===== src/rtl/prm_pkg.sv =====
// Shared definitions for the PRM motion back-end: position width, signed
// position type and the driver state encoding.
package prm_pkg;

  localparam int POS_W = 32;

  typedef logic signed [POS_W-1:0] pos_t;

  typedef enum logic {
    IDLE = 1'b0,
    RUN  = 1'b1
  } state_t;

endpackage


===== src/rtl/stepper_axis.sv =====
// One stepper axis: latched (clamped) target, tracked position and step/direction
// generation. The clamp bounds come from the top; full range means no clamping.
module stepper_axis
  import prm_pkg::*;
#(
  parameter pos_t LIMIT_LO = pos_t'(32'h8000_0000),
  parameter pos_t LIMIT_HI = pos_t'(32'h7FFF_FFFF)
) (
  input  logic CLK,
  input  logic RST_n,
  input  logic load,
  input  pos_t aim,
  input  logic slotStart,
  input  logic pulseEnd,
  output pos_t position,
  output logic stepOut,
  output logic dirOut,
  output logic atTarget
);

  pos_t target;

  function automatic pos_t clampPos(input pos_t v);
    if (v < LIMIT_LO) return LIMIT_LO;
    if (v > LIMIT_HI) return LIMIT_HI;
    return v;
  endfunction

  assign atTarget = (position == target);

  // stepOut doubles as the "active this slot" flag for the position update
  always_ff @(posedge CLK or negedge RST_n) begin
    if (!RST_n) begin
      target   <= '0;
      position <= '0;
      stepOut  <= 1'b0;
      dirOut   <= 1'b0;
    end else begin
      if (load) target <= clampPos(aim);
      if (slotStart && !atTarget) begin
        dirOut  <= (target > position);
        stepOut <= 1'b1;
      end else if (pulseEnd && stepOut) begin
        stepOut  <= 1'b0;
        position <= dirOut ? position + 1 : position - 1;
      end
    end
  end

endmodule


===== src/rtl/stepper_driver.sv =====
// Lock-step multi-axis stepper driver: takes an aim pose, pulses every axis toward
// it on a shared slot timer. Define STEPPER_SOFT_LIMIT_EN to clamp targets to [POS_MIN, POS_MAX].
module stepper_driver
  import prm_pkg::*;
#(
  parameter int   STEPPERS_NUM = 6,
  parameter int   STEP_PERIOD  = 1000,
  parameter int   PULSE_HIGH   = 100,
  parameter pos_t POS_MIN      = pos_t'(32'h8000_0000),
  parameter pos_t POS_MAX      = pos_t'(32'h7FFF_FFFF)
) (
  input  logic                          CLK,
  input  logic                          RST_n,
  input  logic [POS_W*STEPPERS_NUM-1:0] AimPosition,
  input  logic                          aimValid,
  output logic                          aimReady,
  output logic [POS_W*STEPPERS_NUM-1:0] stepperPosition,
  output logic [STEPPERS_NUM-1:0]       stepOut,
  output logic [STEPPERS_NUM-1:0]       dirOut,
  output logic                          moveDone
);

  localparam int CNT_W = $clog2(STEP_PERIOD);

`ifdef STEPPER_SOFT_LIMIT_EN
  localparam pos_t LimitLo = POS_MIN;
  localparam pos_t LimitHi = POS_MAX;
`else
  localparam pos_t LimitLo = pos_t'(32'h8000_0000);
  localparam pos_t LimitHi = pos_t'(32'h7FFF_FFFF);
`endif

  if (PULSE_HIGH < 1) begin : gBadPulseHigh
    $error("PULSE_HIGH must be at least 1");
  end
  if (STEP_PERIOD < PULSE_HIGH + 2) begin : gBadStepPeriod
    $error("STEP_PERIOD must be at least PULSE_HIGH+2");
  end
  if (POS_MIN > POS_MAX) begin : gBadLimits
    $error("POS_MIN must not exceed POS_MAX");
  end

  state_t                  state;
  state_t                  stateNext;
  logic [CNT_W-1:0]        count;
  logic [STEPPERS_NUM-1:0] atTarget;
  logic                    running;
  logic                    accept;
  logic                    slotStart;
  logic                    pulseEnd;
  logic                    slotLast;
  logic                    allDone;

  assign running   = (state == RUN);
  assign accept    = aimValid && aimReady;
  assign slotStart = running && (count == '0);
  assign pulseEnd  = running && (count == CNT_W'(PULSE_HIGH));
  assign slotLast  = running && (count == CNT_W'(STEP_PERIOD - 1));
  assign allDone   = &atTarget;

  always_ff @(posedge CLK or negedge RST_n) begin
    if (!RST_n) state <= IDLE;
    else        state <= stateNext;
  end

  always_comb begin
    stateNext = state;
    aimReady  = 1'b0;
    case (state)
      IDLE: begin
        aimReady = 1'b1;
        if (aimValid) stateNext = RUN;
      end
      RUN: if (slotLast && allDone) stateNext = IDLE;
      default: stateNext = IDLE;
    endcase
  end

  // Done is judged at the slot's last count, after this slot's position updates
  always_ff @(posedge CLK or negedge RST_n) begin
    if (!RST_n) begin
      count    <= '0;
      moveDone <= 1'b0;
    end else begin
      moveDone <= slotLast && allDone;
      if (accept || slotLast) count <= '0;
      else if (running)       count <= count + 1'b1;
    end
  end

  for (genvar i = 0; i < STEPPERS_NUM; i++) begin : gAxis
    stepper_axis #(
      .LIMIT_LO(LimitLo),
      .LIMIT_HI(LimitHi)
    ) uAxis (
      .CLK      (CLK),
      .RST_n    (RST_n),
      .load     (accept),
      .aim      (AimPosition[POS_W*i +: POS_W]),
      .slotStart(slotStart),
      .pulseEnd (pulseEnd),
      .position (stepperPosition[POS_W*i +: POS_W]),
      .stepOut  (stepOut[i]),
      .dirOut   (dirOut[i]),
      .atTarget (atTarget[i])
    );
  end

endmodule


===== config.mk =====
export PLATFORM = sky130hd
export DESIGN_NAME = stepper_driver
export DESIGN_NICKNAME = d
export VERILOG_FILES = /design/src/rtl/prm_pkg.sv /design/src/rtl/stepper_axis.sv /design/src/rtl/stepper_driver.sv
export SDC_FILE = /design/constraint.sdc
export NUM_CORES = 1
export LEC_CHECK = 0
export ABC_CLOCK_PERIOD_IN_PS = 7900
export BUFFER_PORTS_ARGS = -buffer_cell sky130_fd_sc_hd__buf_2
export CAP_MARGIN = 30
export CORE_MARGIN = 4
export CORE_UTILIZATION = 33
export DETAILED_ROUTE_END_ITERATION = 16
export PLACE_DENSITY = 0.52
export SLEW_MARGIN = 20
export SYNTH_ARGS = -nofsm -noshare
export SYNTH_HDL_FRONTEND = slang
export SYNTH_SLANG_ARGS = --single-unit

===== constraint.sdc =====
create_clock -name CLK -period 7.9 [get_ports CLK]
set_input_delay 1.185 -clock CLK [delete_from_list [all_inputs] [get_ports CLK]]
set_output_delay 1.185 -clock CLK [all_outputs]
set_load 0.01 [all_outputs]

---- After elaboration in Yosys (flattened, before gate mapping) ----
Index checks and enable logic that the tools add are counted.
Widths: inputs -> output; s select.
word-level totals
  word-level logic and storage cells ...... 190
  output and inout port bits .............. 206
  flip-flop bits (word level) ............. 408
  bits of input ports ..................... 195
cells by class
  $lt $le $gt $ge ......................... 18
  equal/unequal tests ..................... 8
  reduce and logical (&&, ||, !) cells .... 39
  bitwise operators ....................... 7
  mux-type cells .......................... 78
  add/subtract/negate cells ............... 13
operators with widths
  kind                   count
  $mux 32                30
  $add 32x2->32 const B  6
  $eq 32x32->1           6
  $gt 32x32->1           6
  $gt 32x32->1 const B   6
  $lt 32x32->1 const B   6
  $sub 32x2->32 const B  6
  $mux 1                 45
  $mux 10                2
  $logic_and 1x1->1      17
  $reduce_bool 2->1      7
  $reduce_and 2->1       6
  $add 10x1->10 const B  1
  $eq 10x10->1 const B   1
  $eq 10x7->1 const B    1
  $logic_not 10->1       1
  $not 1->1              7
  $logic_not 1->1        6
  $reduce_and 6->1       1
  $pmux 1 s2             1
  $logic_or 1x1->1       1

---- Longest topological paths before layout ----
Gate-level depths: netlist (run 1).
  depth after elaboration ................. 7
  gate-level depth with buffers ........... 12
  depth with buffers taken out ............ 11

---- Modules after synthesis ----
A second synthesis (run 1) with hierarchy kept.
unflattened totals
  cell total of the unflattened synthesis .. 3063
  area, all modules ....................... 29303.1 um^2
modules (own cells, without submodules)
  module          area an instance (um^2)  cells each  seq. area each (um^2)  instances
  stepper_axis    4760.8                   498         1651.6                 6
  stepper_driver  738.2                    75          300.3                  1

---- Worst setup path after synthesis (run 1) ----
OpenSTA, ideal clock, no wires.
  kind .................................... register to register
  start point ............................. register gAxis[0].uAxis.dirOut
  end point ............................... register gAxis[0].uAxis.position[30]
  setup time .............................. 0.131 ns
  data required time ...................... 7.769 ns
  arrival ................................. 3.147 ns
  path slack .............................. 4.622 ns
  buffers on the path ..................... 0
  stages on the path, launching flop included .. 12
  cell sequence ........................... dfrtp_1 > inv_1 > ha_1 > a21o_1 > a221oi_1 > o2111ai_1 > a32oi_1 > a21oi_1 > a21o_1 > a221oi_1 > xor2_1 > o21ai_1
between the ends
  cells in the longest elaborated chain, start to end .. 1
ends and longest elaborated chain
  element                   line                source
  start: declaration        stepper_axis.sv:17  output logic dirOut,
  start signal: assignment  stepper_axis.sv:41  dirOut <= (target > position);
  $mux 32                   stepper_axis.sv:45  position <= dirOut ? position + 1 : position - 1;
  end signal: assignment    stepper_axis.sv:45
  end: declaration          stepper_axis.sv:15  output pos_t position,
Every way passes these cells.
A chain may end at the register's enable or synchronous reset.

---- Worst setup path in the final report (run 1) ----
  start point ............................. register gAxis[2].uAxis.dirOut
  end point ............................... register gAxis[2].uAxis.position[31]
between the ends
  cells in the longest elaborated chain, start to end .. 1
ends and longest elaborated chain
  element                   line
  start: declaration        stepper_axis.sv:17
  start signal: assignment  stepper_axis.sv:41
  $mux 32                   stepper_axis.sv:45
  end signal: assignment    stepper_axis.sv:45
  end: declaration          stepper_axis.sv:15
Every way passes these cells.

==> flow_metrics.env, run 1 <==
export IMPL_slowest_delay_ps=580
export IMPL_viasPerCell=4.947
export IMPL_r2r_end="gAxis[2].uAxis.position[31]"
export IMPL_crit_arrival_ps=3980
export IMPL_yosys_area_top_type_share_pct=35.52
export IMPL_cts_path_max_buffers=3
export IMPL_cp_end_kind="flop"
export IMPL_fin_util_pct=39.37
export IMPL_setup_viol=0
export IMPL_drcViolationCount=0
export IMPL_clkTransAtPathRegs_ps=60
export IMPL_clock_latency_ps=600
export IMPL_hold_depth=2
export IMPL_layout_commonest_cell="nand2_1"
export IMPL_slew_viol_final=0
export IMPL_antenna_found_initial=11
export IMPL_irDropWorstVdd_v=0.0001688
export IMPL_dieArea_sq_um=91900
export IMPL_port_buffer_count=400
export IMPL_grtUsageTotal_pct=18.79
export IMPL_reg2reg_from="gAxis[2].uAxis.dirOut"
export IMPL_synth_edf_count=0
export IMPL_ys_types=72
export IMPL_grt_pass1_wl_microns=137300
export IMPL_reg2reg_setup_slack_ps=4380
export IMPL_startpoint_type="flop"
export IMPL_dp_hpwl_microns=67340
export IMPL_crit_chain="inv_1 -> ha_1 -> a2111oi_0 -> o21ai_1 -> nand3_1 -> o21ai_1 -> a21oi_1 -> o21ai_0 -> a21o_1 -> o22ai_1 -> nand3_1"
export IMPL_syn_cell_area_sq_um=28750
export IMPL_numCtsBuffers=52
export IMPL_fillers=8905
export IMPL_postCtsSetupBuffers=0
export IMPL_io_pins=401
export IMPL_initial_core_util_pct=33.50
export IMPL_syn_area_per_cell_sq_um=8.389
export IMPL_ant_nets=0
export IMPL_worstMarginPinSlew_ps=1029
export IMPL_wire_per_inst_microns=17.64
export IMPL_yosysTopAreaCell="dfrtp_1"
export IMPL_area_delta_synth_final_pct=17.53
export IMPL_synth_seq_area_share_pct=35.52
export IMPL_slew_headroom_pct=31.41
export IMPL_die_w_microns=303.2
export IMPL_drt_pass1_iterations=5
export IMPL_synthTopCellsByArea="dfrtp_1, ha_1, nand2_1"
export IMPL_dp_slack_ps=4371
export IMPL_p_per_area_nw_per_um2=263.1
export IMPL_drive_gt1_share_pct=14.08
export IMPL_reg2reg_depth=11
export IMPL_routed_wl_microns=87930
export IMPL_post_place_cells=4883
export IMPL_fmaxAchievable_mhz=283.7
export IMPL_total_power_mw=8.889
export IMPL_crit_fanout=21
export IMPL_die_h_microns=303.2
export IMPL_finalClockSkew_ps=21.33
export IMPL_hold_class="flop to flop"
export IMPL_num_vias=24660
export IMPL_crit_required_ps=8360
export IMPL_status="finished clean"
export IMPL_cts_resized=0
export IMPL_rsz0062_at_grt="false"
export IMPL_grt_max_degree=147
export IMPL_cts_tree="done"
export IMPL_core_area_sq_um=85820
export IMPL_synth_nets=4002
export IMPL_crit_type="flop to flop"
export IMPL_synth_ff_type="dfrtp_1"
export IMPL_setup_tns_ps=0
export IMPL_multiInputGateArea_sq_um=17190
export IMPL_fin_crit_sh_pct=44.61
export IMPL_leakagePower_nw=17.62
export IMPL_final_hold_viol_count=0
export IMPL_syn_inst=3427
export IMPL_fin_cells=4984
export IMPL_cts_sinks=408
export IMPL_min_period_ps=3524
export IMPL_clockRootBuffer="clkbuf_16"
export IMPL_grt_overflow_total=0
export IMPL_gp_congestion=0.8651
export IMPL_synth_warnings=0
export IMPL_async_reset_ff_share_pct=100.0
export IMPL_drt_iter0_markers=1170
export IMPL_first_global_vias=24320
export IMPL_final_cell_mix="nand2_1, dfrtp_1, buf_2"
export IMPL_layout_area_seq_sq_um=10210
export IMPL_worstSetupEndpoint="gAxis[2].uAxis.position[31]"
export IMPL_cts_hold_buf=0
export IMPL_h_tree_depth=2
export IMPL_setup_ws_ps=4376
export IMPL_startpoint="gAxis[2].uAxis.dirOut"
export IMPL_maxCapViolCount=0
export IMPL_fin_nets=4369
export IMPL_cpMaxStageDelayCell="inv_1"
export IMPL_fp_row_count=107
export IMPL_ys_seq_elements=408
==> area by class of cell <==
cell class | instances | share of cell area, %
Timing Repair Buffer | 420 | 6.629
Antenna cell | 5 | 0.03703
Sequential cell | 408 | 30.22
Inverter | 249 | 2.766
Tap cell | 1144 | 4.236
Clock inverter | 15 | 0.6221
Clock buffer | 80 | 4.610
Multi-Input combinational cell | 2663 | 50.88
==> Yosys cell counts, types with 12 or more instances <==
cell type,instances
o211ai_1,17
a21o_1,162
nand4_1,64
inv_1,248
o31ai_1,13
and2_1,14
o21ai_0,243
nor2_1,104
a21oi_1,232
xor2_1,85
o21bai_1,24
nand2_1,843
o21a_1,17
nand3_1,44
clkbuf_1,92
nor3_1,23
nor2b_1,28
a211oi_1,24
a31oi_1,24
ha_1,374
and3_1,22
xnor2_1,97
buf_4,12
dfrtp_1,408
o21ai_1,37
nor4_1,14
nand2b_1,17
==> stage by stage <==
step / hold WS (ps) / instance area, sq um
floorplan: 449.7 / 28750
global placement: 463.7 / 31930
detailed placement: 467.5 / 31970
CTS: 481.9 / 33740
global route: 501.4 / 33780
finish: 476.2 / 33790
==> critical path, delay by kind of cell, from the launching register on <==
family | cells | cell delay [ps]
DFF | 1 | 410
AOI/OAI and AO/OA | 7 | 1710
adders and majority gates | 1 | 410
buffers and inverters | 1 | 580
and+or+nand+nor | 2 | 270
==> per-layer routing <==
metal	vias to the layer above	GRT usage, %	wire [microns]	share of wire, %
li1	12640	-	-	-
met1	11480	24.75	39840	45
met2	430	31.35	40950	47
met3	107	3.810	4747	5.4
met4	4	5.329	2367	2.7
met5	-	0	34	0.039
==> sequential cells by signal, indices dropped and copies added (netlist names) <==
signal,count
gAxis.uAxis.position,192
count,10
gAxis.uAxis.dirOut,6
moveDone,1
gAxis.uAxis.stepOut,6
gAxis.uAxis.target,192
running,1
==> logic make-up after synthesis <==
family	Yosys count	synth area share (%)
and+or+nand+nor	1207	17.87
AOI/OAI and AO/OA	877	18.94
DFF	408	35.52
adders and majority gates	380	16.70
buffers and inverters	356	4.805
xor gates and xnor gates	182	5.545
muxes	17	0.6311
==> how the worst min path moves through the flow <==
stage,slack [ps],endpoint,start
6_report,480,gAxis[2].uAxis.target[19],gAxis[2].uAxis.target[19]
5_1_grt,500,gAxis[3].uAxis.target[8],gAxis[3].uAxis.target[8]
4_1_cts,480,gAxis[2].uAxis.target[19],gAxis[2].uAxis.target[19]
3_5_place_dp,470,gAxis[2].uAxis.target[19],gAxis[2].uAxis.target[19]
3_3_place_gp,460,gAxis[4].uAxis.target[11],gAxis[4].uAxis.target[11]
2_1_floorplan,450,gAxis[0].uAxis.target[10],gAxis[0].uAxis.target[10]
==> power by group <==
part / leakage (nW) / internal, mW / total [mW] / switching, mW
logic: 11.4 / 1.62 / 3.84 / 2.22
registers: 5.40 / 2.32 / 2.56 / 0.237
clock network: 0.870 / 1.51 / 2.49 / 0.976
No activity file was read; power rests on OpenSTA's default activity.
==> inputs of run 2 (changes only) <==
--- a/config.mk
+++ b/config.mk
@@ -5,13 +5,14 @@
 export SDC_FILE = /design/constraint.sdc
 export NUM_CORES = 1
 export LEC_CHECK = 0
-export ABC_CLOCK_PERIOD_IN_PS = 7900
+export ABC_AREA = 1
+export ABC_CLOCK_PERIOD_IN_PS = 3170
 export BUFFER_PORTS_ARGS = -buffer_cell sky130_fd_sc_hd__buf_2
 export CAP_MARGIN = 30
 export CORE_MARGIN = 4
 export CORE_UTILIZATION = 33
 export DETAILED_ROUTE_END_ITERATION = 16
-export PLACE_DENSITY = 0.52
+export PLACE_DENSITY = 0.53
 export SLEW_MARGIN = 20
 export SYNTH_ARGS = -nofsm -noshare
 export SYNTH_HDL_FRONTEND = slang
==> constraint.sdc (replaced) <==
create_clock -name CLK -period 3.17 [get_ports CLK]
set_input_delay 0.4755 -clock CLK [delete_from_list [all_inputs] [get_ports CLK]]
set_output_delay 0.4755 -clock CLK [all_outputs]
set_load 0.01 [all_outputs]
==> flow_metrics.env, run 2 <==
export IMPL_irDropWorstVdd_v=0.0003272
export IMPL_crit_fanout=17
export IMPL_cts_path_max_buffers=3
export IMPL_gr_usage_met2_pct=36.57
export IMPL_viasPerCell=4.748
export IMPL_final_design_area_no_fill_sq_um=39840
export IMPL_clock_latency_ps=650
export IMPL_dieArea_sq_um=105600
export IMPL_grt_busiest_layer="met2"
export IMPL_syn_cell_area_sq_um=33150
export IMPL_fin_crit_sh_pct=87.62
export IMPL_drive_gt1_share_pct=10.26
export IMPL_ant_nets=0
export IMPL_grtUsageMet3_pct=2.706
export IMPL_setup_viol=0
export IMPL_gp_congestion=0.9394
export IMPL_area_delta_synth_final_pct=20.16
export IMPL_rsz0062_at_grt="false"
export IMPL_grt_max_degree=109
export IMPL_grt_pass1_wl_microns=181100
export IMPL_ys_top_cells_by_count="nand2_1, inv_1, dfrtp_1"
export IMPL_clkTransAtPathRegs_ps=60
export IMPL_maxCapViolCount=0
export IMPL_cts_tree="done"
export IMPL_crit_required_ps=3700
export IMPL_grtUsageTotal_pct=21.36
export IMPL_slew_viol_final=0
export IMPL_min_delay_start="AimPosition[131]"
export IMPL_hold_depth=3
export IMPL_reg2reg_from="gAxis[0].uAxis.dirOut"
export IMPL_core_area_sq_um=98990
export IMPL_p_sw_share_pct=23.14
export IMPL_top_regs="gAxis.uAxis.position: 192 flops, gAxis.uAxis.target: 192 flops, count: 10 flops"
export IMPL_synth_warnings=0
export IMPL_cp_top_family="buffers and inverters"
export IMPL_r2r_end="gAxis[0].uAxis.position[28]"
export IMPL_place_area_sq_um=36960
export IMPL_antenna_found_initial=5
export IMPL_ys_types=33
export IMPL_power_frac_seq_pct=43.4
export IMPL_h_tree_depth=2
export IMPL_cts_sinks=408
export IMPL_synth_nets=5632
export IMPL_hold_class="input port to flop"
export IMPL_hold_end="gAxis[4].uAxis.target[3]"
export IMPL_reg2reg_setup_slack_ps=390
export IMPL_drt_pass1_iterations=6
export IMPL_synth_ff_type="dfrtp_1"
export IMPL_cts_resized=0
export IMPL_yosysTopAreaCell="dfrtp_1"
export IMPL_layout_commonest_cell="nand2_1"
export IMPL_startpoint_type="flop"
export IMPL_syn_area_per_cell_sq_um=6.556
export IMPL_slowest_delay_ps=520
export IMPL_yosys_area_top_type_share_pct=30.80
export IMPL_first_global_vias=32220
export IMPL_initial_core_util_pct=33.49
export IMPL_cts_hold_buf=104
export IMPL_leakagePower_nw=23.70
export IMPL_crit_chain="inv_1 -> buf_4 -> ha_1 -> a21oi_1 -> inv_1 -> nor2_1 -> o21ai_0 -> a21oi_1 -> nand3_1 -> nand3_1 -> nand2_1"
export IMPL_async_reset_ff_share_pct=100.0
export IMPL_final_hold_viol_count=0
export IMPL_die_w_microns=325.0
export IMPL_cpMaxStageDelayCell="inv_1"
export IMPL_synth_seq_area_share_pct=30.80
export IMPL_gr_usage_met1_pct=28.22
export IMPL_synthTopCellsByArea="dfrtp_1, nand2_1, ha_1"
export IMPL_io_pins=401
export IMPL_numCtsBuffers=54
export IMPL_p_comb_share_pct=3.1
export IMPL_die_h_microns=325.0
export IMPL_crit_type="flop to flop"
export IMPL_cp_end_kind="flop"
export IMPL_setup_tns_ps=0
export IMPL_postCtsSetupBuffers=0
export IMPL_slew_headroom_pct=50.72
export IMPL_grt_overflow_total=0
export IMPL_drcViolationCount=0
export IMPL_p_int_mw=9.230
export IMPL_fin_nets=6166
export IMPL_wire_per_inst_microns=16.59
export IMPL_final_cell_mix="nand2_1, inv_1, dfrtp_1"
export IMPL_synth_edf_count=0
export IMPL_dp_hpwl_microns=91150
export IMPL_status="finished clean"
export IMPL_min_period_ps=2777
export IMPL_p_per_area_nw_per_um2=301.5
export IMPL_syn_inst=5057
export IMPL_clockRootBuffer="clkbuf_16"
export IMPL_routed_wl_microns=114800
export IMPL_finalClockSkew_ps=20.93
export IMPL_fmaxAchievable_mhz=360.0
export IMPL_worstMarginPinSlew_ps=739.2
export IMPL_num_vias=32870
export IMPL_fp_row_count=115
export IMPL_ys_seq_elements=408
export IMPL_path_buf_inv=3
export IMPL_drt_iter0_markers=1892
export IMPL_switchingPower_mw=2.779
export IMPL_yosysMostFrequentCell="nand2_1"
export IMPL_crit_arrival_ps=3310
export IMPL_power_share_clock_pct=53.6
export IMPL_reg2reg_depth=11
export IMPL_port_buffer_count=400
## run 2: changes by cell type after synthesis, moves of 69 or more
cell     before   now
xor2_1       85    16
nand3_1      44   276
a21o_1      162     9
nand2_1     843  1992
nor2_1      104   327
inv_1       248   730
## run 2: cell families (layout without fill, tap and decap cells)
logic type / after synthesis / after routing / synth area share, %
AOI/OAI and AO/OA: 601 / 601 / 9.424
xor gates and xnor gates: 90 / 90 / 2.378
adders and majority gates: 380 / 380 / 14.48
buffers and inverters: 821 / 1398 / 9.507
DFF: 408 / 408 / 30.80
other: 0 / 2 / 0
and+or+nand+nor: 2757 / 2757 / 33.42
## run 2: through the flow
stage                     std cells  power (mW)  hold slack, ps  setup WS (ps)  utilization, %
after floorplan                5057       5.305           179.9          638.2               -
after global routing           6922       12.47           8.780          90.10           40.24
after detailed placement       6718       5.580           469.8          420.6           37.34
after global placement         6718       5.579           468.7          477.1           37.34
after CTS                      6921       12.24         0.05185          397.8           40.24
final                          6923       12.01           40.07          392.6           40.24
## run 2: final cells by class
cell class	instances	area, sq um
Antenna cell	2	5.005
Clock buffer	74	1518
Clock inverter	25	310.3
Fill cell	10700	59160
Inverter	737	2771
Multi-Input combinational cell	3828	19800
Sequential cell	408	10210
Tap cell	1287	1610
Timing Repair Buffer	562	3613
## run 2: power groups by stage
stage	Sequential [mW]	Clock, mW	Combinational (mW)
finish	5.21	6.43	0.367
global route	5.21	6.86	0.410
CTS	5.21	6.65	0.378
detailed placement	5.30	0	0.277
global placement	5.30	0	0.276
floorplan	5.30	0	0.0000127
## run 2: tightest hold or removal path: cells and delay by family
kind,cells,cell delay [ps]
and+or+nand+nor,2,90
buffers and inverters,1,80
## run 2: worst max path at each step
stage	to	depth (start not counted)	from
floorplan	gAxis[5].uAxis.position[14]	11	gAxis[5].uAxis.dirOut
global route	gAxis[0].uAxis.position[28]	11	gAxis[0].uAxis.dirOut
CTS	gAxis[0].uAxis.position[28]	11	gAxis[0].uAxis.dirOut
detailed placement	gAxis[0].uAxis.position[28]	11	gAxis[0].uAxis.dirOut
global placement	gAxis[0].uAxis.position[28]	11	gAxis[0].uAxis.dirOut
finish	gAxis[0].uAxis.position[28]	11	gAxis[0].uAxis.dirOut
## run 2: per-layer routing
metal	wire length [microns]	vias to the layer above
met1	53020	14980
met2	53640	603
met5	0	-
met3	4484	167
li1	-	17120
met4	3696	0
==> inputs of run 3 (changes only) <==
--- a/config.mk
+++ b/config.mk
@@ -11,6 +11,7 @@
 export CAP_MARGIN = 30
 export CORE_MARGIN = 4
 export CORE_UTILIZATION = 33
+export CTS_BUF_LIST = sky130_fd_sc_hd__clkbuf_4 sky130_fd_sc_hd__clkbuf_8
 export DETAILED_ROUTE_END_ITERATION = 16
 export PLACE_DENSITY = 0.53
 export SLEW_MARGIN = 20
==> flow_metrics.env, run 3 (synthesis results as in run 2) <==
export IMPL_cts_path_max_buffers=3
export IMPL_reg2reg_from="gAxis[0].uAxis.dirOut"
export IMPL_met2WireLength_microns=53850
export IMPL_crit_arrival_ps=3360
export IMPL_fin_cells=7053
export IMPL_final_hold_viol_count=0
export IMPL_top_regs="gAxis.uAxis.position: 192 flops, gAxis.uAxis.target: 192 flops, count: 10 flops"
export IMPL_layout_commonest_cell="nand2_1"
export IMPL_die_h_microns=325.0
export IMPL_setup_viol=0
export IMPL_hold_depth=3
export IMPL_m1WireLength_microns=53500
export IMPL_crit_type="flop to flop"
export IMPL_cts_resized=0
export IMPL_port_buffer_count=400
export IMPL_fin_nets=6282
export IMPL_min_delay_start="AimPosition[191]"
export IMPL_startpoint="gAxis[0].uAxis.dirOut"
export IMPL_met3WireLength_microns=4435
export IMPL_clkTransAtPathRegs_ps=60
export IMPL_irDropWorstVdd_v=0.0002498
export IMPL_num_vias=33440
export IMPL_initial_core_util_pct=33.49
export IMPL_setup_ws_ps=410.7
export IMPL_routed_wl_microns=116900
export IMPL_place_area_sq_um=36960
export IMPL_cp_end_kind="flop"
export IMPL_worstMarginPinSlew_ps=668.4
export IMPL_cts_hold_buf=189
export IMPL_hold_end="gAxis[5].uAxis.target[31]"
export IMPL_crit_fanout=17
export IMPL_maxCapViolCount=0
export IMPL_fmaxAchievable_mhz=362.4
export IMPL_p_per_area_nw_per_um2=289.8
export IMPL_dp_slack_ps=420.6
export IMPL_dp_hpwl_microns=91150
export IMPL_antenna_found_initial=6
export IMPL_slew_viol_final=0
export IMPL_dieArea_sq_um=105600
export IMPL_slew_headroom_pct=55.39
export IMPL_fin_util_pct=41.04
export IMPL_h_tree_depth=3
export IMPL_topRoutingLayerUsed="met4"
export IMPL_crit_chain="inv_1 -> buf_4 -> ha_1 -> a21oi_1 -> o21ai_0 -> inv_1 -> nand2_1 -> a21oi_1 -> nand3_1 -> nand3_1 -> nand2_1"
export IMPL_post_place_cells=6718
export IMPL_first_global_vias=33250
export IMPL_startpoint_type="flop"
export IMPL_cts_tree="done"
export IMPL_crit_required_ps=3770
export IMPL_fp_row_count=115
export IMPL_clock_latency_ps=740
export IMPL_numCtsBuffers=85
export IMPL_finalClockSkew_ps=41.45
export IMPL_drt_iter0_markers=1805
export IMPL_core_area_sq_um=98990
export IMPL_grt_pass1_wl_microns=184500
export IMPL_reg2reg_setup_slack_ps=410
export IMPL_fillers=10600
export IMPL_grt_max_degree=109
export IMPL_setup_tns_ps=0
export IMPL_rsz0062_at_grt="false"
export IMPL_viasPerCell=4.741
export IMPL_reg2reg_depth=11
export IMPL_drive_gt1_share_pct=11.00
export IMPL_wire_per_inst_microns=16.58
export IMPL_status="finished clean"
export IMPL_grtUsageTotal_pct=21.83
export IMPL_gp_congestion=0.9394
export IMPL_hold_class="input port to flop"
export IMPL_area_delta_synth_final_pct=22.56
export IMPL_ant_nets=0
export IMPL_die_w_microns=325.0
export IMPL_leakagePower_nw=24.10
export IMPL_grt_overflow_total=0
export IMPL_final_cell_mix="nand2_1, inv_1, dfrtp_1"
export IMPL_r2r_end="gAxis[0].uAxis.position[31]"
export IMPL_clockRootBuffer="clkbuf_8"
export IMPL_fin_crit_sh_pct=87.04
export IMPL_drt_pass1_iterations=5
export IMPL_cts_sinks=408
export IMPL_final_design_area_no_fill_sq_um=40630
export IMPL_postCtsSetupBuffers=0
export IMPL_drcViolationCount=0
export IMPL_io_pins=401
export IMPL_min_period_ps=2759
export IMPL_slowest_delay_ps=520
export IMPL_cpMaxStageDelayCell="inv_1"
==> run 3: worst max path at each step <==
stage | to | slack (ps) | depth (start not counted)
floorplan | gAxis[5].uAxis.position[14] | 640 | 11
global placement | gAxis[0].uAxis.position[28] | 480 | 11
detailed placement | gAxis[0].uAxis.position[28] | 420 | 11
CTS | gAxis[0].uAxis.position[31] | 430 | 11
global route | gAxis[0].uAxis.position[31] | 100 | 12
finish | gAxis[0].uAxis.position[31] | 410 | 11
==> run 3: area by class of cell <==
cell class / instances / area, sq um / area share, %
clock buffer: 122 / 1510 / 3.717
sequential: 408 / 10210 / 25.13
antenna: 3 / 7.507 / 0.01848
tap: 1287 / 1610 / 3.963
inverter: 737 / 2771 / 6.821
multi-input combinational: 3828 / 19800 / 48.73
clock inverter: 21 / 260.3 / 0.6405
timing repair buffer: 647 / 4464 / 10.99
==> run 3: routing by layer <==
layer / GRT usage (%) / vias up
met5: 0 / -
met4: 8.857 / 0
met3: 3.090 / 229
met2: 36.77 / 646
met1: 28.18 / 15210
li1: - / 17350
==> run 3: report_power, final <==
part           switching, mW  internal (mW)
logic                  0.200          0.254
clock network           2.65           3.46
registers                  0           5.21
==> run 3: worst max-delay path, delay by kind of cell (launching register included) <==
| family | cells | cell delay [ps] |
|---|---|---|
| DFF | 1 | 430 |
| adders and majority gates | 1 | 330 |
| and+or+nand+nor | 4 | 330 |
| AOI/OAI and AO/OA | 3 | 640 |
| buffers and inverters | 3 | 930 |
==> run 3: stage by stage <==
| stage | power (mW) | hold WS (ps) |
|---|---|---|
| final | 11.78 | 112.3 |
| after global routing | 12.28 | 38.80 |
| after CTS | 12.02 | 2.536 |
| after detailed placement | 5.580 | 469.8 |
| after global placement | 5.579 | 468.7 |
| after floorplan | 5.305 | 179.9 |
